$ cat src/rtl/submod_seq.sv
// submod_seq -- limb-serial modular subtractor over the BLS12-381 base field.
//
// Computes out = (inA - inB) mod p with p = BLS381_CHAR. Operands are taken
// one pair at a time behind a valid/ready handshake. One LIMB-wide slice is
// processed per cycle, so a result is ready NLIMB cycles after acceptance.
// Both operands must already be reduced (< p). The result is always reduced.
//
// Ports:
//   clk        clock, rising edge
//   rst_n      asynchronous active-low reset
//   in_valid   operand pair valid
//   in_ready   block idle and able to accept an operand pair
//   inA, inB   minuend / subtrahend, WORD bits, reduced
//   out_valid  result valid; held until out_ready
//   out_ready  consumer accepts the result
//   out        (inA - inB) mod p, WORD bits

`ifndef WORD_SIZE
`define WORD_SIZE 381
`endif

`ifndef BLS381_CHAR
`define BLS381_CHAR 381'h1a0111ea397fe69a4b1ba7b6434bacd764774b84f38512bf6730d2a0f6b0f6241eabfffeb153ffffb9feffffffffaaab
`endif

module submod_seq #(
  parameter int WORD  = `WORD_SIZE,
  parameter int LIMB  = 64,
  parameter int NLIMB = (WORD + LIMB - 1) / LIMB
) (
  input  logic            clk,
  input  logic            rst_n,
  input  logic            in_valid,
  output logic            in_ready,
  input  logic [WORD-1:0] inA,
  input  logic [WORD-1:0] inB,
  output logic            out_valid,
  input  logic            out_ready,
  output logic [WORD-1:0] out
);

  localparam int PW = NLIMB * LIMB;
  localparam int CW = (NLIMB > 1) ? $clog2(NLIMB) : 1;
  localparam logic [CW-1:0] LAST_LIMB = CW'(NLIMB - 1);
  localparam logic [PW-1:0] P_PAD = PW'(`BLS381_CHAR);

  typedef enum logic [1:0] {
    IDLE = 2'd0,
    RUN  = 2'd1,
    DONE = 2'd2
  } state_t;

  state_t          state_reg, state_next;
  logic [PW-1:0]   a_reg, b_reg;
  logic [PW-1:0]   org_reg, alt_reg;
  logic [CW-1:0]   cnt_reg;
  logic            c0_reg, c1_reg;
  logic [WORD-1:0] out_reg;
  logic            out_valid_reg;

  // Modulus split into limbs. It is a constant, so selecting by cnt avoids
  // keeping a third shift register.
  logic [LIMB-1:0] p_limb [NLIMB];
  for (genvar gi = 0; gi < NLIMB; gi++) begin : g_p_limb
    assign p_limb[gi] = P_PAD[gi*LIMB +: LIMB];
  end

  // Per-limb datapath. Chain 0 forms A - B as A + ~B + 1 (c0 starts at 1).
  // Chain 1 adds p to that slice so that A - B + p is available whenever
  // the final borrow says A < B.
  logic [LIMB-1:0] a_limb, b_limb, org_limb, alt_limb;
  logic            c0_next, c1_next;
  logic [PW-1:0]   org_shift, alt_shift;

  always_comb begin
    a_limb = a_reg[LIMB-1:0];
    b_limb = b_reg[LIMB-1:0];
    {c0_next, org_limb} = {1'b0, a_limb} + {1'b0, ~b_limb} + {{LIMB{1'b0}}, c0_reg};
    {c1_next, alt_limb} = {1'b0, org_limb} + {1'b0, p_limb[cnt_reg]} + {{LIMB{1'b0}}, c1_reg};
    // Results enter at the top and move down, so after NLIMB steps limb 0
    // sits at the bottom.
    org_shift = (org_reg >> LIMB) | (PW'(org_limb) << (PW - LIMB));
    alt_shift = (alt_reg >> LIMB) | (PW'(alt_limb) << (PW - LIMB));
  end

  // FSM state register.
  always_ff @(posedge clk or negedge rst_n) begin
    if (!rst_n) begin
      state_reg <= IDLE;
    end else begin
      state_reg <= state_next;
    end
  end

  // FSM next-state logic.
  always_comb begin
    state_next = state_reg;
    case (state_reg)
      IDLE:    if (in_valid)              state_next = RUN;
      RUN:     if (cnt_reg == LAST_LIMB)  state_next = DONE;
      DONE:    if (out_ready)             state_next = IDLE;
      default:                            state_next = IDLE;
    endcase
  end

  // Operand shifters, carry chains, result capture.
  always_ff @(posedge clk or negedge rst_n) begin
    if (!rst_n) begin
      a_reg         <= '0;
      b_reg         <= '0;
      org_reg       <= '0;
      alt_reg       <= '0;
      cnt_reg       <= '0;
      c0_reg        <= 1'b0;
      c1_reg        <= 1'b0;
      out_reg       <= '0;
      out_valid_reg <= 1'b0;
    end else begin
      case (state_reg)
        IDLE: begin
          if (in_valid) begin
            a_reg   <= PW'(inA);
            b_reg   <= PW'(inB);
            cnt_reg <= '0;
            c0_reg  <= 1'b1;
            c1_reg  <= 1'b0;
          end
        end
        RUN: begin
          a_reg   <= a_reg >> LIMB;
          b_reg   <= b_reg >> LIMB;
          org_reg <= org_shift;
          alt_reg <= alt_shift;
          c0_reg  <= c0_next;
          c1_reg  <= c1_next;
          cnt_reg <= cnt_reg + CW'(1);
          if (cnt_reg == LAST_LIMB) begin
            // No carry out of the full-width A + ~B + 1 means A < B.
            // In that case the p-corrected chain is the reduced answer.
            out_reg       <= c0_next ? org_shift[WORD-1:0] : alt_shift[WORD-1:0];
            out_valid_reg <= 1'b1;
          end
        end
        DONE: begin
          if (out_ready) begin
            out_valid_reg <= 1'b0;
          end
        end
        default: ;
      endcase
    end
  end

  assign in_ready  = (state_reg == IDLE);
  assign out_valid = out_valid_reg;
  assign out       = out_reg;

endmodule

$ cat config.mk
export PLATFORM = sky130hd
export DESIGN_NAME = submod_seq
export DESIGN_NICKNAME = d
export VERILOG_FILES = /design/src/rtl/submod_seq.sv
export SDC_FILE = /design/constraint.sdc
export NUM_CORES = 2
export LEC_CHECK = 0
export ABC_AREA = 1
export BUFFER_PORTS_ARGS = -buffer_cell sky130_fd_sc_hd__buf_4
export CORE_MARGIN = 1.5
export CORE_UTILIZATION = 24
export CTS_CLUSTER_SIZE = 8
export DETAILED_ROUTE_END_ITERATION = 10
export GPL_TIMING_DRIVEN = 1
export PLACE_DENSITY_LB_ADDON = 0.2
export SLEW_MARGIN = 0
export SYNTH_ARGS = -nofsm -noshare
export SYNTH_HDL_FRONTEND = slang
export SYNTH_SLANG_ARGS = --single-unit
$ cat constraint.sdc
create_clock -name clk -period 6.4 [get_ports clk]
set_input_delay 0.32 -clock clk [delete_from_list [all_inputs] [get_ports clk]]
set_output_delay 0.32 -clock clk [all_outputs]
set_load 0.02 [all_outputs]
# After elaboration in Yosys (flattened, before gate mapping)
# Memories as Yosys holds them, arrays and structs flattened.
# Index checks and enable logic that the tools add are counted.
op_classes:
  add_sub_neg: 5
  order_cmp: 1
  n_eq_ne: 6
  mux: 20
  n_bitwise: 4
  n_reduce_logical: 7
op_table:
  columns: ["op", "n"]
  rows:
  - ["$pmux 384 s2", 2]
  - ["$mux 384", 2]
  - ["$or 320x384->384", 2]
  - ["$mux 381", 1]
  - ["$add 64x64->65", 2]
  - ["$add 65x1->65", 2]
  - ["$mux 64", 2]
  - ["$not 64->64", 1]
  - ["$mux 2", 3]
  - ["$ne 2x2->1 const B", 3]
  - ["$pmux 1 s2", 3]
  - ["$pmux 2 s3", 1]
  - ["$pmux 3 s2", 1]
  - ["$reduce_and 3->1", 2]
  - ["$ge 4x4->1 const B", 1]
  - ["$mux 1", 4]
  - ["$not 3->4", 1]
  - ["$reduce_and 2->1", 2]
  - ["$reduce_bool 2->1", 2]
  - ["$add 3x1->3 const B", 1]
  - ["$eq 3x3->1 const B", 1]
  - ["$mux 3", 1]
  - ["$eq 2x1->1 const B", 1]
  - ["$eq 2x2->1 const B", 1]
  - ["$logic_not 2->1", 1]
totals:
  reg_bits: 1925
  romBits: 512
  inputBits: 766
  out_inout_bits: 383
  wordCells: 54
  memories: 1
mem_list:
  columns: ["name", "words", "width", "rd", "rd_ports_with_merged_regs", "wr", "line_no", "source"]
  rows:
  - ["(name not given)", 8, 64, 1, 0, 0, "79", "{c1_next, alt_limb} = {1'b0, org_limb} + {1'b0, p_limb[cnt_reg]} + {{LIMB{1'b0}}, c1_reg};"]

# Logic depth before layout (Yosys ltp)
logic_depth:
  depth_word: 8
  mapped_depth: 34

# Least setup slack after synthesis
# No wires, ideal clock.
synth_timing:
  path_type: "register to register"
  from: "reg a_reg[0]"
  to: "reg out_reg[375] (netlist: out[375])"
  arrival_time_ns: 4.208
  slack_ns: 2.075
  stages_incl_launch_ff: 32
  path_cell_list: "dfrtp_1 > inv_1 > fa_1 > fa_1 > nor2_1 > nand2_1 > nand3_1 > a21oi_1 > o21ai_2 > nand2_1 > nand2_1 > nand2_1 > nand2_1 > xnor2_1 > inv_1 > ha_1 > nand2_1 > nand2_1 > a31oi_1 > o21ai_0 > a21oi_1 > nand3_1 > a21boi_0 > nor2_1 > nor2_1 > nand2_1 > nand2_1 > nand2_1 > nand2_1 > nand3_1 > nand2_1 > nand2_1"
synth_between:
  elab_chain_len: 6
synth_lines:
  columns: ["item", "line_no", "source"]
  rows:
  - ["from (decl)", "54", "logic [PW-1:0] a_reg, b_reg;"]
  - ["from (signal assigned)", "122", "a_reg <= PW'(inA);"]
  - ["from (signal assigned)", "130", "a_reg <= a_reg >> LIMB;"]
  - ["$add 64x64->65", "78", "{c0_next, org_limb} = {1'b0, a_limb} + {1'b0, ~b_limb} + {{LIMB{1'b0}}, c0_reg};"]
  - ["$add 65x1->65", "78", null]
  - ["net org_limb[34]", "71", "logic [LIMB-1:0] a_limb, b_limb, org_limb, alt_limb;"]
  - ["$add 64x64->65", "79", null]
  - ["$add 65x1->65", "79", null]
  - ["$or 320x384->384", "83", "alt_shift = (alt_reg >> LIMB) | (PW'(alt_limb) << (PW - LIMB));"]
  - ["$mux 381", "140", "out_reg <= c0_next ? org_shift[WORD-1:0] : alt_shift[WORD-1:0];"]
  - ["to (signal assigned)", "140", null]
  - ["to (decl)", "58", "logic [WORD-1:0] out_reg;"]
# The timed path passes the listed nets, and every way through them passes these cells.
# A chain may end at the register's enable or synchronous reset.

# Worst setup path in the final report
layout_timing:
  from: "reg a_reg[0]"
  to: "reg out_reg[367] (netlist: out[367])"
# Same word-level chain as after synthesis.

==> flow_summary.yaml <==
drt:
  vias: 78850
  drtPass1Iterations: 6
  wl_mm: 411.2
  post_drt_wl_per_cell_um: 24.80
  drt_iter0_drc: 6218
  drc: 0
  ant_nets: 0
  routed_via_density: 4.756
status:
  status: "completed"
global_routing:
  grt_max_degree: 240
  grt_pass1_vias: 78370
  grt_usage_pct: 22.69
  antenna_found_initial: 155
  grt_pass1_wl_mm: 588.4
  grt-ovfl-total: 0
timing:
  layout_min_cycle_time_ns: 5.465
  setup_violations: 0
  hold_viol: 0
  max_clock_freq_mhz: 183.0
  grt_setup_unrepaired: "no"
  slew_headroom_pct: 18.83
  holdWs_ns: 0.05519
  finalSetupTns_ns: 0
  skew_ns: 0.04809
  setup_ws_ns: 0.9346
  worst_pin_slew_ns: 1.213
  post-route-period-util_pct: 85.40
  slew_violations: 0
logic_synthesis:
  synth_compound_area_share_pct: 11.26
  synth_top_family_by_area: "simple AND/OR/NAND/NOR gates"
  yosys.area_share.simple_pct: 25.70
  ys_seq_elements: 1791
  synth-adder-area-share_pct: 2.138
  syn_area_sq_um: 83910
  synthXorXnorAreaFrac_pct: 1.065
  yosysUniqueCellTypes: 47
  synth_area_leaders: "dfrtp_1 53%, nand3_1 12%, nand2_1 12%"
  ys_async_sr_fraction_pct: 100.0
  synthFlopType: "dfrtp_1"
  synth_top_area_cell: "dfrtp_1"
  synth_edf_count: 0
  syn_avg_cell_area_sq_um: 8.172
  yosysTopAreaCellShare_pct: 53.41
  yosysWarnings: 0
  syn_nets: 11180
  synthMuxAreaShare_pct: 0
  yosysSeqAreaShare_pct: 53.41
  synthCells: 10270
die:
  die_area_sq_um: 353200
  core_sq_um: 347000
  num_rows: 216
  die_x_um: 594.3
  num_io_pins: 1149
  initial_core_util_pct: 24.18
  die_y_um: 594.3
worst_setup_path:
  worstPathArrival_ns: 6.23
  crit_path_max_fanout: 4
  r2r_setup_slack_ns: 0.93
  path_class: "flop to flop"
  crit_top_cell: "nand2_1"
  cp.required_ns: 7.16
  endpoint_kind: "flop"
  crit_path_max_incr_delay_ns: 0.50
  cp_slowest_cell: "xor2_1"
  start_kind: "flop"
finish:
  fill_cells: 37450
  multi_input_area_sq_um: 33750
  drive_gt1_share_pct: 13.46
  area.growth.synth_to_final_pct: 33.87
  nets: 12780
  fin_area_sq_um: 112300
  seq_area_sq_um: 44820
cts:
  cts_setup_buffers: 0
  cts_inserted_buffers: 268
  clock_path_buffers: 4
  post_cts_resized: 0
  root_buffer: "clkbuf_16"
  clk_latency_ns: 0.89
  clkTransAtPathRegs_ns: 0.05
  htree_levels: 5
  cts_tree: "yes"
  numClockSinks: 1791
place:
  io_buffers: 1148
  pre_cts_slack_ns: 0.9495
  placed_area_sq_um: 96760
  gp_congestion: 0.9035
  dpl.hpwl_mm: 302.6
worst_hold_path:
  hp-class: "input pin to flop"
flow_run:
  maxCapViolCount: 0
[layer usage]
metal / part of all wire, % / track usage, % / up-vias
met5: 0.11 / 0 / -
li1: - / - / 37440
met1: 44 / 30.18 / 38420
met2: 46 / 36.47 / 2232
met3: 4.9 / 3.552 / 692
met4: 5.1 / 9.688 / 68
[cells in the final DEF (no fill, tap or decap), drive strengths merged, types with 137 or more instances in the layout]
master,instances
nand2,2597
nand3,2016
dfrtp,1791
buf,1254
o21ai,1182
dlygate4sd3,793
inv,695
a21oi,427
nor2,362
clkbuf,291
ha,137
[final cells by class]
class | count | area share [%]
antenna | 77 | 0.1715
clock buffer | 291 | 6.165
clock inverter | 31 | 0.4600
inverter | 688 | 2.317
multi-input combinational | 7076 | 30.04
sequential | 1791 | 39.90
tap | 4578 | 5.099
timing repair buffer | 2047 | 15.85
[cell usage after synthesis, drive strengths merged (9+ instances only)]
cell type and n:
a21o 10, a21oi 427, a31oi 42, buf 110, clkbuf 603, dfrtp 1791
ha 137, inv 688, nand2 2597, nand3 2016, nand4 14, nor2 362
nor3 25, o211ai 32, o21a 9, o21ai 1182, o21bai 18, o22ai 68
xnor2 47, xor2 55
[kinds of logic after synthesis]
group           after synthesis
simple gates               5024
compound gates             1809
flops                      1791
buf+inv                    1401
fa+ha+maj                   141
xor+xnor                    102
[final timing paths]
| path | start | depth (start not counted) | end |
|---|---|---|---|
| max in group asynchronous | rst_n | 4 | b_reg[365] |
| hold reg to reg | org_reg[189] | 2 | org_reg[125] |
| setup / recovery | a_reg[0] | 29 | out[367] |
| hold / removal | in_valid | 3 | b_reg[302] |
| setup reg to reg | a_reg[0] | 29 | out[367] |
| min in group asynchronous | rst_n | 2 | out[135] |
[worst max-delay path: cells and delay by family (launching register included)]
| family | cells | cell delay (ns) |
|---|---|---|
| buffers and inverters | 3 | 0.32 |
| xor gates and xnor gates | 2 | 0.73 |
| adders and majority gates | 3 | 1.25 |
| DFF | 1 | 0.32 |
| and+or+nand+nor | 15 | 1.51 |
| AOI/OAI and AO/OA | 6 | 1.20 |
[what timing repair did]
action,CTS,global route
hold buffers,793,0
endpoints found under the hold margin,870,0
setup endpoints to repair,0,0
[through the flow]
| step | util (%) | std cells |
|---|---|---|
| floorplan | - | 10270 |
| global placement | 27.88 | 15390 |
| detailed placement | 27.88 | 15390 |
| CTS | 32.32 | 16500 |
| global route | 32.35 | 16550 |
| finish | 32.37 | 16580 |
Power is not shown: default switching activity piles up to over one toggle a cycle in this logic, so the estimate is an artifact.
